==> config.mk <==
export PLATFORM = sky130hd
export DESIGN_NAME = shift_req_fifo
export DESIGN_NICKNAME = d
export VERILOG_FILES = /design/src/rtl/shift_req_fifo.sv
export SDC_FILE = /design/constraint.sdc
export NUM_CORES = 1
export LEC_CHECK = 0
export CORE_ASPECT_RATIO = 1.75
export CORE_MARGIN = 2
export CORE_UTILIZATION = 28
export CTS_CLUSTER_SIZE = 8
export DETAILED_ROUTE_END_ITERATION = 10
export PLACE_DENSITY = 0.49
export SYNTH_ARGS = -nofsm -noshare
export SYNTH_HDL_FRONTEND = slang
export SYNTH_SLANG_ARGS = --single-unit
==> constraint.sdc <==
create_clock -name clk -period 3.9 [get_ports clk]
set_clock_uncertainty 0.2 [all_clocks]
set_input_delay 0.975 -clock clk [delete_from_list [all_inputs] [get_ports clk]]
set_output_delay 0.975 -clock clk [all_outputs]
set_load 0.02 [all_outputs]
==> src/rtl/shift_req_fifo.sv <==
// -----------------------------------------------------------------------------
// shift_req_fifo
//
// Request buffer placed directly in front of the 4-bit combinational barrel
// shifter. Requests {data, shift amount} arrive over a valid/ready handshake,
// are held in strict FIFO order, and the oldest one is presented on the
// shifter's X/shift inputs together with out_valid. The consumer samples the
// shifter result while out_valid is high and acknowledges with out_ready.
//
// Optional feature macro: SHIFT_REQ_COUNT_EN
//   defined   -> output port `count` exists and reports current occupancy
//   undefined -> no `count` port; all other behaviour identical
//
// Ports:
//   clk        in   rising-edge clock
//   rst_n      in   asynchronous active-low reset (clears pointers/occupancy)
//   in_valid   in   producer has a request
//   in_ready   out  FIFO can accept (not full)
//   in_data    in   request data              [DATA_W]
//   in_shift   in   request shift amount      [SHIFT_W]
//   out_valid  out  head entry valid (not empty)
//   out_ready  in   consumer takes the head entry this cycle
//   X          out  head data to shifter, zero when empty   [DATA_W]
//   shift      out  head shift to shifter, zero when empty  [SHIFT_W]
//   count      out  occupancy (only with SHIFT_REQ_COUNT_EN) [$clog2(DEPTH)+1]
//
// All outputs are decoded from registers only; no input reaches an output
// combinationally.
// -----------------------------------------------------------------------------
module shift_req_fifo #(
    parameter int DEPTH   = 4,
    parameter int DATA_W  = 4,
    parameter int SHIFT_W = 2
) (
    input  logic                     clk,
    input  logic                     rst_n,
    input  logic                     in_valid,
    output logic                     in_ready,
    input  logic [DATA_W-1:0]        in_data,
    input  logic [SHIFT_W-1:0]       in_shift,
    output logic                     out_valid,
    input  logic                     out_ready,
    output logic [DATA_W-1:0]        X,
`ifdef SHIFT_REQ_COUNT_EN
    output logic [SHIFT_W-1:0]       shift,
    output logic [$clog2(DEPTH):0]   count
`else
    output logic [SHIFT_W-1:0]       shift
`endif
);

    localparam int PTR_W = $clog2(DEPTH);
    localparam int OCC_W = PTR_W + 1;
    localparam int ENT_W = DATA_W + SHIFT_W;

    // Storage is intentionally not reset; only pointers and occupancy are.
    logic [ENT_W-1:0] r_mem [DEPTH];
    logic [PTR_W-1:0] r_wr_ptr;
    logic [PTR_W-1:0] r_rd_ptr;
    logic [OCC_W-1:0] r_occ;

    logic             w_not_full;
    logic             w_not_empty;
    logic             w_push;
    logic             w_pop;
    logic [ENT_W-1:0] w_head;

    // Handshake qualification. A full FIFO refuses a push even when a pop
    // happens in the same cycle, so in_ready never depends on out_ready.
    always_comb begin
        w_not_full  = (r_occ != OCC_W'(DEPTH));
        w_not_empty = (r_occ != {OCC_W{1'b0}});
        w_push      = in_valid  && w_not_full;
        w_pop       = out_ready && w_not_empty;
        w_head      = r_mem[r_rd_ptr];
    end

    // Pointer and occupancy state; pointers wrap naturally at DEPTH.
    always_ff @(posedge clk or negedge rst_n) begin
        if (!rst_n) begin
            r_wr_ptr <= {PTR_W{1'b0}};
            r_rd_ptr <= {PTR_W{1'b0}};
            r_occ    <= {OCC_W{1'b0}};
        end else begin
            if (w_push) begin
                r_wr_ptr <= r_wr_ptr + PTR_W'(1);
            end
            if (w_pop) begin
                r_rd_ptr <= r_rd_ptr + PTR_W'(1);
            end
            case ({w_push, w_pop})
                2'b10:   r_occ <= r_occ + OCC_W'(1);
                2'b01:   r_occ <= r_occ - OCC_W'(1);
                default: r_occ <= r_occ;
            endcase
        end
    end

    // Request storage write port.
    always_ff @(posedge clk) begin
        if (w_push) begin
            r_mem[r_wr_ptr] <= {in_data, in_shift};
        end
    end

    // Output decode: head entry when non-empty, forced zero otherwise so the
    // shifter sees a quiet input while nothing is pending.
    always_comb begin
        in_ready  = w_not_full;
        out_valid = w_not_empty;
        X         = {DATA_W{1'b0}};
        shift     = {SHIFT_W{1'b0}};
        if (w_not_empty) begin
            X     = w_head[ENT_W-1:SHIFT_W];
            shift = w_head[SHIFT_W-1:0];
        end else begin
            X     = {DATA_W{1'b0}};
            shift = {SHIFT_W{1'b0}};
        end
    end

`ifdef SHIFT_REQ_COUNT_EN
    // Occupancy export.
    always_comb begin
        count = r_occ;
    end
`endif

endmodule

==> impl_metrics.env <==
export IMPL_crit_buf_inv=1
export IMPL_utilization=0.3542
export IMPL_pre_cts_slack_ns=0.8279
export IMPL_crit_slowest_cell="dfrtp_1"
export IMPL_synthArstFlopShare=0.2258
export IMPL_synth_top_area_frac=0.5398
export IMPL_dpl_cell_count=142
export IMPL_drt_iter0_drc=12
export IMPL_cp_max_fo=8
export IMPL_end_kind="output port"
export IMPL_synth_area_leaders="edfxtp_1, dfrtp_1, mux4_2, ha_1, and2_1"
export IMPL_clock_fmax_ghz=0.3011
export IMPL_holdBufCountCts=0
export IMPL_r2r_end="r_occ[2]"
export IMPL_nets=113
export IMPL_overflow=0
export IMPL_area_growth_pct=22.68
export IMPL_grt_pass1_wl_mm=3.594
export IMPL_p_leak_nw=0.6062
export IMPL_yosys_area_top_type="edfxtp_1"
export IMPL_grt_max_degree=10
export IMPL_routed_wl_mm=2.230
export IMPL_vias_per_cell=4.493
export IMPL_layout_cells_non_filler=150
export IMPL_fillers=474
export IMPL_hpwl_mm=1.655
export IMPL_io_pin_count=18
export IMPL_worstRegToRegCells=9
export IMPL_setup_violations=0
export IMPL_reg2reg_from="r_occ[0]"
export IMPL_finalInstanceArea_sq_mm=0.001638
export IMPL_synth_ff_type="edfxtp_1"
export IMPL_fp_dieH_um=95.35
export IMPL_initial_utilization=0.2887
export IMPL_fin_crit_sh=0.8515
export IMPL_syn_nets=92
export IMPL_yosys_top_cells_count="edfxtp_1, and2_1, dfrtp_1"
export IMPL_antenna_left=0
export IMPL_ys_seq_area_frac=0.6710
export IMPL_dr_pass1_iters=4
export IMPL_synth_distinct_cells=19
export IMPL_cp_cell_sequence="mux4_2 -> and2_1 -> clkdlybuf4s50_1"
export IMPL_start_kind="register"
export IMPL_cts_repair_resized=0
export IMPL_syn_area_per_cell_sq_um=17.57
export IMPL_arrival_ns=2.15
export IMPL_cts_htree_levels=2
export IMPL_synth_edff_count=24
export IMPL_tightest_slew_ns=0.4551
export IMPL_antenna_found_initial=0
export IMPL_tns_ns=0
export IMPL_status="finished clean"
export IMPL_synthCells=76
export IMPL_synth_most_common_cell="edfxtp_1"
export IMPL_layout_drive_gt1_share=0.1837
export IMPL_hold_ws_ns=0.2809
export IMPL_r2r_setup_slack_ns=1.49
export IMPL_finalHoldViolations=0
export IMPL_dpl_cell_area_sq_mm=0.001558
export IMPL_clk_path_buf_depth=2
export IMPL_die_area_sq_mm=0.005358
export IMPL_grt_total_usage=0.09637
export IMPL_slew_headroom=0.6966
export IMPL_power_density_mw_per_mm2=769.8
export IMPL_hold_start="r_occ[2]"
export IMPL_cts_sinks=31
export IMPL_cts_clk_slew_worst_paths_ns=0.06
export IMPL_die_x_um=56.20
export IMPL_rows=33
export IMPL_crit_type="reg -> out"
export IMPL_cts_root_buf="clkbuf_8"
export IMPL_diodes=0
export IMPL_vias=674
export IMPL_drc_errors=0
export IMPL_required_ns=2.72
export IMPL_wl_per_cell_um=14.87
export IMPL_cts_buffers=5
export IMPL_whs_path_depth=1
export IMPL_cpLargestDelayFamily="flip-flops"
export IMPL_total_power_mw=1.261
export IMPL_slew_viol_final=0
export IMPL_synth_area_sq_mm=0.001335
export IMPL_layout_setup_ws_ns=0.5793
export IMPL_ys_warn_count=0
export IMPL_synth_seq_cells=31
export IMPL_holdCritPathClass="reg -> reg"
export IMPL_core_area_sq_mm=0.004624
export IMPL_cts_tree="yes"
export IMPL_grt_setup_unrepaired="no"
export IMPL_maxCapViolations=0
export IMPL_vdd_drop_max_v=0.0003819
export IMPL_hold_path_endpoint="r_occ[2]"
export IMPL_clk_latency_ns=0.27
export IMPL_period_minus_slack_ns=3.321
export IMPL_cts_setup_buffers=0
export IMPL_portBuffers=17
export IMPL_grt_pass1_vias=734
export IMPL_gp_congestion=0.6931
export IMPL_max_stage_delay_ns=0.62
## how the worst max path moves through the flow
stage          slack (ns)  cells past startpoint  endpoint         from
6_report             0.58                      3      X[3]  r_rd_ptr[0]
5_1_grt              0.45                      3      X[3]  r_rd_ptr[0]
4_1_cts              0.52                      3      X[3]  r_rd_ptr[0]
3_5_place_dp         0.83                      3      X[3]  r_rd_ptr[0]
3_3_place_gp         0.84                      3      X[3]  r_rd_ptr[0]
2_1_floorplan        1.48                      3      X[0]  r_rd_ptr[0]
## state kept, by name, summed over array words and instances (netlist names)
| register | count |
|---|---|
| r_wr_ptr | 2 |
| r_mem | 24 |
| r_rd_ptr | 2 |
| r_occ | 3 |
## power breakdown
part | switching [mW] | internal (mW)
registers | 0.0720 | 0.452
clock network | 0.105 | 0.126
logic | 0.227 | 0.278
## kinds of logic (layout without fill, tap and decap cells)
family                   Yosys count  count (layout)  share of synthesized area
AND/OR/NAND/NOR                   16              16                    0.08153
multiplexers                       8               8                     0.1200
buffers and inverters              9              31                    0.02624
XOR/XNOR                           6               6                    0.03937
flip-flops                        31              31                     0.6710
adder cells (fa/ha/maj)            6               6                    0.06186
## layout make-up
cell class	instances	area, sq um	area share
Clock buffer	8	80.08	0.04889
Inverter	6	22.52	0.01375
Multi-Input combinational cell	36	404.1	0.2468
Sequential cell	31	895.9	0.5470
Tap cell	52	65.06	0.03973
Timing Repair Buffer	17	170.2	0.1039
## per-layer routing
layer / part of all wire / GRT usage
met5: 0 / 0
met4: 0.031 / 0.06548
met3: 0.039 / 0.03392
met2: 0.55 / 0.1676
met1: 0.38 / 0.09490
## cells in the final DEF (no fill, tap or decap), drive strengths merged
cell            n
xor2            3
mux2            1
edfxtp         24
mux4            6
mux2i           1
and3            4
nor2            1
xnor2           3
fa              1
dfrtp           7
clkbuf          8
and2            8
clkdlybuf4s50  17
or3b            1
or3             1
ha              5
nand3           1
inv             6
(Power assumes the default switching activity.)
